[src/rtl/hazard_pkg.sv]
// Shared types and constants for the pipeline hazard/stall controller.
package hazard_pkg;

    typedef enum logic [1:0] {
        RUN      = 2'd0,
        MDU_WAIT = 2'd1,
        RELEASE  = 2'd2
    } hz_state_t;

    localparam logic [4:0]  REG_ZERO            = 5'd0;
    localparam int unsigned MDU_TIMEOUT_DEFAULT = 64;

    // Load in EX whose destination feeds a source operand of the instruction in ID.
    function automatic logic load_use_hit(
        input logic       ex_ren,
        input logic [4:0] ex_rt,
        input logic [4:0] id_rs,
        input logic [4:0] id_rt,
        input logic       id_uses_rt
    );
        return ex_ren && (ex_rt != REG_ZERO) &&
               ((ex_rt == id_rs) || (id_uses_rt && (ex_rt == id_rt)));
    endfunction

endpackage

[src/rtl/sat_counter.sv]
// Saturating up-counter with async reset and sync clear.
// Only built when HAZARD_PERF_CNT_EN is defined.
`ifdef HAZARD_PERF_CNT_EN
module sat_counter #(
    parameter int unsigned CNT_W = 16
) (
    input  logic             clock,
    input  logic             reset,
    input  logic             clear,
    input  logic             inc,
    output logic [CNT_W-1:0] value
);

    always_ff @(posedge clock or posedge reset) begin
        if (reset) begin
            value <= '0;
        end else if (clear) begin
            value <= '0;
        end else if (inc && (value != '1)) begin
            value <= value + CNT_W'(1);
        end
    end

endmodule
`endif

[src/rtl/hazard_stall_ctrl.sv]
// IF/ID and ID/EX sequencing: load-use stall, MDU freeze, branch flush.
// Optional STALL_CNT/FLUSH_CNT performance counters under HAZARD_PERF_CNT_EN.
module hazard_stall_ctrl
    import hazard_pkg::*;
#(
    parameter int unsigned MDU_TIMEOUT = MDU_TIMEOUT_DEFAULT,
    parameter int unsigned CNT_W       = 16
) (
    input  logic             clock,
    input  logic             reset,
    input  logic [4:0]       ID_RS,
    input  logic [4:0]       ID_RT,
    input  logic             ID_UsesRT,
    input  logic             ID_MDU_START,
    input  logic             EX_MEM_REN,
    input  logic [4:0]       EX_RT,
    input  logic             EX_BranchTaken,
    input  logic             MDU_DONE,
    output logic             PC_WEN,
    output logic             IF_ID_WEN,
    output logic             IF_ID_FLUSH,
    output logic             ID_EX_BUBBLE,
    output logic             MDU_GO,
    output logic             MDU_ABORT,
    output logic             MDU_TIMEOUT_ERR,
    output logic [CNT_W-1:0] STALL_CNT,
    output logic [CNT_W-1:0] FLUSH_CNT
);

    localparam int unsigned         WCNT_W    = $clog2(MDU_TIMEOUT + 1);
    localparam logic [WCNT_W-1:0]   WAIT_LAST = WCNT_W'(MDU_TIMEOUT - 1);

    hz_state_t         state, state_nxt;
    logic [WCNT_W-1:0] wait_cnt, wait_cnt_nxt;
    logic              err_set;
    logic              load_use;

    assign load_use = load_use_hit(EX_MEM_REN, EX_RT, ID_RS, ID_RT, ID_UsesRT);

    always_comb begin
        state_nxt    = state;
        wait_cnt_nxt = wait_cnt;
        err_set      = 1'b0;
        PC_WEN       = 1'b1;
        IF_ID_WEN    = 1'b1;
        IF_ID_FLUSH  = 1'b0;
        ID_EX_BUBBLE = 1'b0;
        MDU_GO       = 1'b0;
        MDU_ABORT    = 1'b0;

        case (state)
            RUN: begin
                if (EX_BranchTaken) begin
                    IF_ID_FLUSH  = 1'b1;
                    ID_EX_BUBBLE = 1'b1;
                end else if (load_use) begin
                    PC_WEN       = 1'b0;
                    IF_ID_WEN    = 1'b0;
                    ID_EX_BUBBLE = 1'b1;
                end else if (ID_MDU_START) begin
                    MDU_GO       = 1'b1;
                    PC_WEN       = 1'b0;
                    IF_ID_WEN    = 1'b0;
                    ID_EX_BUBBLE = 1'b1;
                    state_nxt    = MDU_WAIT;
                    wait_cnt_nxt = '0;
                end
            end

            MDU_WAIT: begin
                PC_WEN       = 1'b0;
                IF_ID_WEN    = 1'b0;
                ID_EX_BUBBLE = 1'b1;
                if (wait_cnt != '1) begin
                    wait_cnt_nxt = wait_cnt + WCNT_W'(1);
                end
                // A taken branch kills the MDU instruction, so it beats both done and timeout.
                if (EX_BranchTaken) begin
                    PC_WEN      = 1'b1;
                    IF_ID_WEN   = 1'b1;
                    IF_ID_FLUSH = 1'b1;
                    MDU_ABORT   = 1'b1;
                    state_nxt   = RUN;
                end else if (MDU_DONE) begin
                    state_nxt = RELEASE;
                end else if (wait_cnt == WAIT_LAST) begin
                    MDU_ABORT = 1'b1;
                    err_set   = 1'b1;
                    state_nxt = RUN;
                end
            end

            RELEASE: begin
                state_nxt = RUN;
                if (EX_BranchTaken) begin
                    IF_ID_FLUSH  = 1'b1;
                    ID_EX_BUBBLE = 1'b1;
                end
            end

            default: begin
                state_nxt = RUN;
            end
        endcase

        if (reset) begin
            PC_WEN       = 1'b0;
            IF_ID_WEN    = 1'b0;
            IF_ID_FLUSH  = 1'b0;
            ID_EX_BUBBLE = 1'b1;
            MDU_GO       = 1'b0;
            MDU_ABORT    = 1'b0;
        end
    end

    always_ff @(posedge clock or posedge reset) begin
        if (reset) begin
            state           <= RUN;
            wait_cnt        <= '0;
            MDU_TIMEOUT_ERR <= 1'b0;
        end else begin
            state    <= state_nxt;
            wait_cnt <= wait_cnt_nxt;
            if (err_set) begin
                MDU_TIMEOUT_ERR <= 1'b1;
            end
        end
    end

`ifdef HAZARD_PERF_CNT_EN
    sat_counter #(.CNT_W(CNT_W)) u_stall_cnt (
        .clock (clock),
        .reset (reset),
        .clear (1'b0),
        .inc   (!PC_WEN),
        .value (STALL_CNT)
    );

    sat_counter #(.CNT_W(CNT_W)) u_flush_cnt (
        .clock (clock),
        .reset (reset),
        .clear (1'b0),
        .inc   (IF_ID_FLUSH),
        .value (FLUSH_CNT)
    );
`else
    assign STALL_CNT = '0;
    assign FLUSH_CNT = '0;
`endif

endmodule

[config.mk]
export PLATFORM = sky130hd
export DESIGN_NAME = hazard_stall_ctrl
export DESIGN_NICKNAME = d
export VERILOG_FILES = /design/src/rtl/hazard_pkg.sv /design/src/rtl/sat_counter.sv /design/src/rtl/hazard_stall_ctrl.sv
export SDC_FILE = /design/constraint.sdc
export NUM_CORES = 1
export LEC_CHECK = 0
export ABC_AREA = 1
export CAP_MARGIN = 15
export CORE_UTILIZATION = 35
export DETAILED_ROUTE_END_ITERATION = 8
export PLACE_DENSITY = 0.87
export SYNTH_ARGS = -nofsm -noshare
export SYNTH_HDL_FRONTEND = slang
export SYNTH_SLANG_ARGS = --single-unit
[constraint.sdc]
create_clock -name clock -period 1.2 [get_ports clock]
set_input_delay 0.12 -clock clock [delete_from_list [all_inputs] [get_ports clock]]
set_output_delay 0.12 -clock clock [all_outputs]
set_load 0.01 [all_outputs]
**Yosys cells after proc, flatten, opt, wreduce, memory -nomap -nowiden**

Cells that the tools add are included.

- Flip-flop bits (word level): 10
- Bits of input ports: 22
- Output and inout port bits: 39
- Logic and storage cells: 61

- Add/sub/neg operators: 1
- Eq/ne operators: 11
- Muxes and demuxes: 36
- Reduce and logical (&&, ||, !) cells: 10

Operators by type and width:

| kind | count |
|---|---|
| 7-bit two-way mux | 4 |
| 1-bit two-way mux | 22 |
| 7-bit case mux with 2 select lines | 1 |
| 2-bit two-way mux | 6 |
| 5-bit equality test | 2 |
| 2-bit inequality test, second input constant | 4 |
| 7-bit by 1-bit adder with 7-bit output, second input constant | 1 |
| 7-bit by 6-bit equality test with 1-bit output, second input constant | 1 |
| 7-bit inequality test, second input constant | 1 |
| 5-bit AND reduction | 1 |
| 5-bit nonzero test | 1 |
| 4-bit inequality test, second input constant | 1 |
| 2-bit case mux with 2 select lines | 1 |
| 4-bit AND reduction | 1 |
| 1-bit logical AND | 3 |
| 1-bit case mux with 3 select lines | 1 |
| 3-bit OR reduction | 1 |
| 2-bit by 1-bit equality test with 1-bit output, second input constant | 1 |
| 2-bit equality test, second input constant | 1 |
| 2-bit zero test | 1 |
| 1-bit case mux with 2 select lines | 1 |
| 2-bit nonzero test | 1 |
| 1-bit logical OR | 1 |

**Longest topological paths before layout**

- Depth after elaboration: 8
- Depth in mapped cells: 10
- Mapped depth without buffers: 10

**Least setup slack after synthesis**

No wires, ideal clock.

- Kind: flip-flop to output port
- Start: reg wait_cnt[0]
- End: out MDU_ABORT
- Arrival time: 1.283 ns
- Required time: 1.080 ns
- Path slack: -0.203 ns
- Cell stages (with the launch flop): 8
- Buffers on the path: 0
- Path through: dfrtp_1 ha_1 nand4_1 nor2_2 inv_1 nor3_1 o21ai_1 nor2_1

- Word-level cells in the longest chain between the ends: 6

RTL lines:

| element | line | text |
|---|---|---|
| start: declaration | hazard_stall_ctrl.sv:34 | `logic [WCNT_W-1:0] wait_cnt, wait_cnt_nxt;` |
| start signal: assignment | hazard_stall_ctrl.sv:123 | `wait_cnt <= wait_cnt_nxt;` |
| 7-bit by 6-bit equality test with 1-bit output | hazard_stall_ctrl.sv:86 | `end else if (wait_cnt == WAIT_LAST) begin` |
| 1-bit two-way mux | hazard_stall_ctrl.sv:86 |  |
| 1-bit two-way mux | hazard_stall_ctrl.sv:84 | `end else if (MDU_DONE) begin` |
| 1-bit two-way mux | hazard_stall_ctrl.sv:78 | `if (EX_BranchTaken) begin` |
| 1-bit two-way mux | hazard_stall_ctrl.sv:51 | `case (state)` |
| 1-bit two-way mux | hazard_stall_ctrl.sv:106 | `if (reset) begin` |
| end: declaration | hazard_stall_ctrl.sv:24 | `output logic MDU_ABORT,` |

Every way passes these cells.

**Final worst setup path**

Ends and elaborated chain as after synthesis.

==> flow_summary.toml <==
[grt]
antenna_found_initial = 0
grt_max_degree = 11
grtUsageTotal = 0.167
overflow = 0
grt_pass1_wl_um = 4380
grt_pass1_vias = 1081

[power_and_ir_drop]
p_clk_frac = 0.271
p_switching_mw = 0.411
pwr-share-seq = 0.325
ir_drop_v = 0.000205
internal_power_mw = 0.743
p_leak_nw = 0.952
p_comb_frac = 0.405
power.density_mw_per_mm2 = 687
power_switching_share = 0.356

[routing]
initialDrtViolationCount = 57
vias = 1207
avgViaCountPerCell = 4.33
drc_errors = 0
routed_wirelength_um = 2940
firstDrtPassIters = 4
drt-wirelength-per-cell_um = 10.5
detail-route-antenna-nets = 0

[floorplanning]
core_sq_mm = 0.00303
die_w_um = 58.2
die_h_um = 58.2
dieArea_sq_mm = 0.00339
ioPinCount = 61
row_count = 20
initial_core_util = 0.365

[cts]
hold_buffers = 0
cts.htree.levels = 1
clkSlewWorstSetupHoldPaths_ns = 0.07
clock_sinks = 10
insertion_delay_ns = 0.27
clockBufferDepth = 2
cts_root_buf = "clkbuf_4"
numCtsBuffers = 3
cts_tree = "yes"

[setup_path]
slowest_stage = "dfrtp_1"
crit_arrival_ns = 1.60
critPathKind = "reg2out"
critPathRequiredTime_ns = 1.08
rr_worst_depth = 9
endpoint_kind = "output port"
timing.rr.start = "state[1]$_DFFE_PP0P_"
critical_path_peak_fanout = 2
reg2reg_slack_ns = -0.36
cp_slowest_stage_delay_ns = 0.37
crit_path_start_kind = "register"
startpoint = "wait_cnt[0]$_DFFE_PP0P_"
crit_chain = "ha_2, nand4_1, nor2_2, inv_2, nor3_4, o21ai_1, nor2_1, buf_2"

[synth]
synth_area_sq_mm = 0.00110
ys_types = 23
ys_ff_latch = 10
ys_seq_area_frac = 0.227
syn_inst = 171
syn_area_per_cell_sq_um = 6.46
yosysWarnings = 0

[flow_run]
cap_viol_max_count = 0

[place]
numPortBuffers = 28
dpl.hpwl_um = 1940
gp_congestion = 0.833

[hold_path]
min_path_cells = 3
hp-start = "EX_BranchTaken"
min_path_type = "in2reg"

[layout]
drive_gt1_frac = 0.336
area_growth_pct = 52.0
antenna_cells = 0
final_util = 0.555
fill_cells = 275
multi_input_area_sq_um = 723
nNetsFinal = 259
seqCellArea_sq_um = 253

[sta]
slew_violations = 0
setup_ws_ns = -0.518
finalCriticalPeriod_ns = 1.72
min_period_over_period = 1.43
final.setup_skew_ns = 0.000895
grt_setup_unrepaired = "yes"
setup_viol = 15
fin_tns_setup_ns = -4.92
hold_viol = 0
fmax_ghz = 0.582

[run_status]
violations = "negative setup slack"
status = "complete, but fails checks"
==> final timing paths <==
kind,end
max in group asynchronous,state[1]$_DFFE_PP0P_
min,state[1]$_DFFE_PP0P_
min in group asynchronous,wait_cnt[0]$_DFFE_PP0P_
max reg2reg,wait_cnt[6]$_DFFE_PP0P_
min reg2reg,MDU_TIMEOUT_ERR$_DFFE_PP0P_
max,MDU_ABORT
==> per-layer routing <==
metal	track usage	share of wire	up-vias
met3	0.0201	0.028	9
met4	0.0918	0.027	0
met1	0.179	0.40	562
met5	0	0	-
li1	-	-	596
met2	0.314	0.55	40
==> sequential cells by signal, indices dropped and copies added (netlist names) <==
signal and count:
MDU_TIMEOUT_ERR 1, state 2, wait_cnt 7
==> worst max-delay path: cells and delay by family (launching register included) <==
| kind | cells | cell delay (ns) |
|---|---|---|
| compound gates | 1 | 0.08 |
| buf+inv | 2 | 0.20 |
| simple gates | 4 | 0.49 |
| fa+ha+maj | 1 | 0.19 |
| flops | 1 | 0.37 |
==> cells by family after synthesis <==
group	count (synthesis)	share of synthesized area
AND/OR/NAND/NOR	87	0.367
buffers and inverters	56	0.302
other	1	0.00339
adder cells (fa/ha/maj)	1	0.0113
XOR/XNOR	1	0.00793
flip-flops	10	0.227
AO/OA/AOI/OAI	15	0.0815
==> Yosys cell counts <==
master	n	area share
inv_2	3	0.010
a211oi_1	2	0.014
nor2_1	18	0.061
xnor2_1	1	0.0079
nor2_2	2	0.011
a21oi_1	4	0.018
inv_1	20	0.068
o21ai_1	1	0.0045
nand2_1	46	0.16
nor3_1	3	0.014
nand2_4	1	0.010
buf_4	33	0.22
nand2_2	2	0.011
o21bai_1	1	0.0068
ha_1	1	0.011
nand3_4	2	0.032
dfrtp_1	10	0.23
a31o_2	2	0.016
nor2_4	1	0.010
nand3_1	6	0.027
nand4_1	6	0.034
o21ai_0	5	0.023
conb_1	1	0.0034
==> metrics by stage <==
step | instance area [sq um] | hold slack [ns] | setup WS, ns | power [mW] | std cells
6_report | 1680 | 0.403 | -0.518 | 1.15 | 279
5_1_grt | 1680 | 0.402 | -0.620 | 1.22 | 279
4_1_cts | 1640 | 0.379 | -0.545 | 1.13 | 277
3_5_place_dp | 1460 | 0.458 | -0.791 | 0.791 | 259
3_3_place_gp | 1460 | 0.450 | -0.797 | 0.782 | 259
2_1_floorplan | 1230 | -0.0398 | -0.165 | 0.676 | 202
==> power by group through the flow <==
stage               Sequential [mW]  Combinational (mW)  Clock (mW)
floorplan                     0.383               0.292           0
CTS                           0.372               0.438       0.317
detailed placement            0.381               0.410           0
global route                  0.377               0.513       0.334
finish                        0.375               0.467       0.312
global placement              0.379               0.403           0
==> timing repair <==
item	CTS	global route
pin swaps	28	12
buffers inserted	16	5
resized for setup	72	9
endpoints found under the setup margin	16	16
==> final cells by class <==
type | instances | share of cell area
clock buffers | 4 | 0.0216
inverters | 23 | 0.0529
multi-input cells | 136 | 0.431
flip-flops and latches | 10 | 0.151
well taps | 44 | 0.0328
repair buffers | 62 | 0.311
==> placed cells by master (no fill, tap or decap), types with 2 or more instances in the layout <==
cell type,n
a21oi_1,3
buf_2,5
buf_4,25
buf_6,10
clkbuf_4,3
clkdlybuf4s50_1,4
conb_1,32
dfrtp_1,8
dfrtp_2,2
dlygate4sd2_1,18
inv_1,17
inv_2,5
nand2_1,38
nand2_2,10
nand3_1,6
nand3_4,2
nand4_1,6
nor2_1,16
nor2_2,2
nor2_4,3
nor3_4,2
o21ai_0,2
o21ai_1,3
Note: power is estimated with default switching activity, not from simulation.
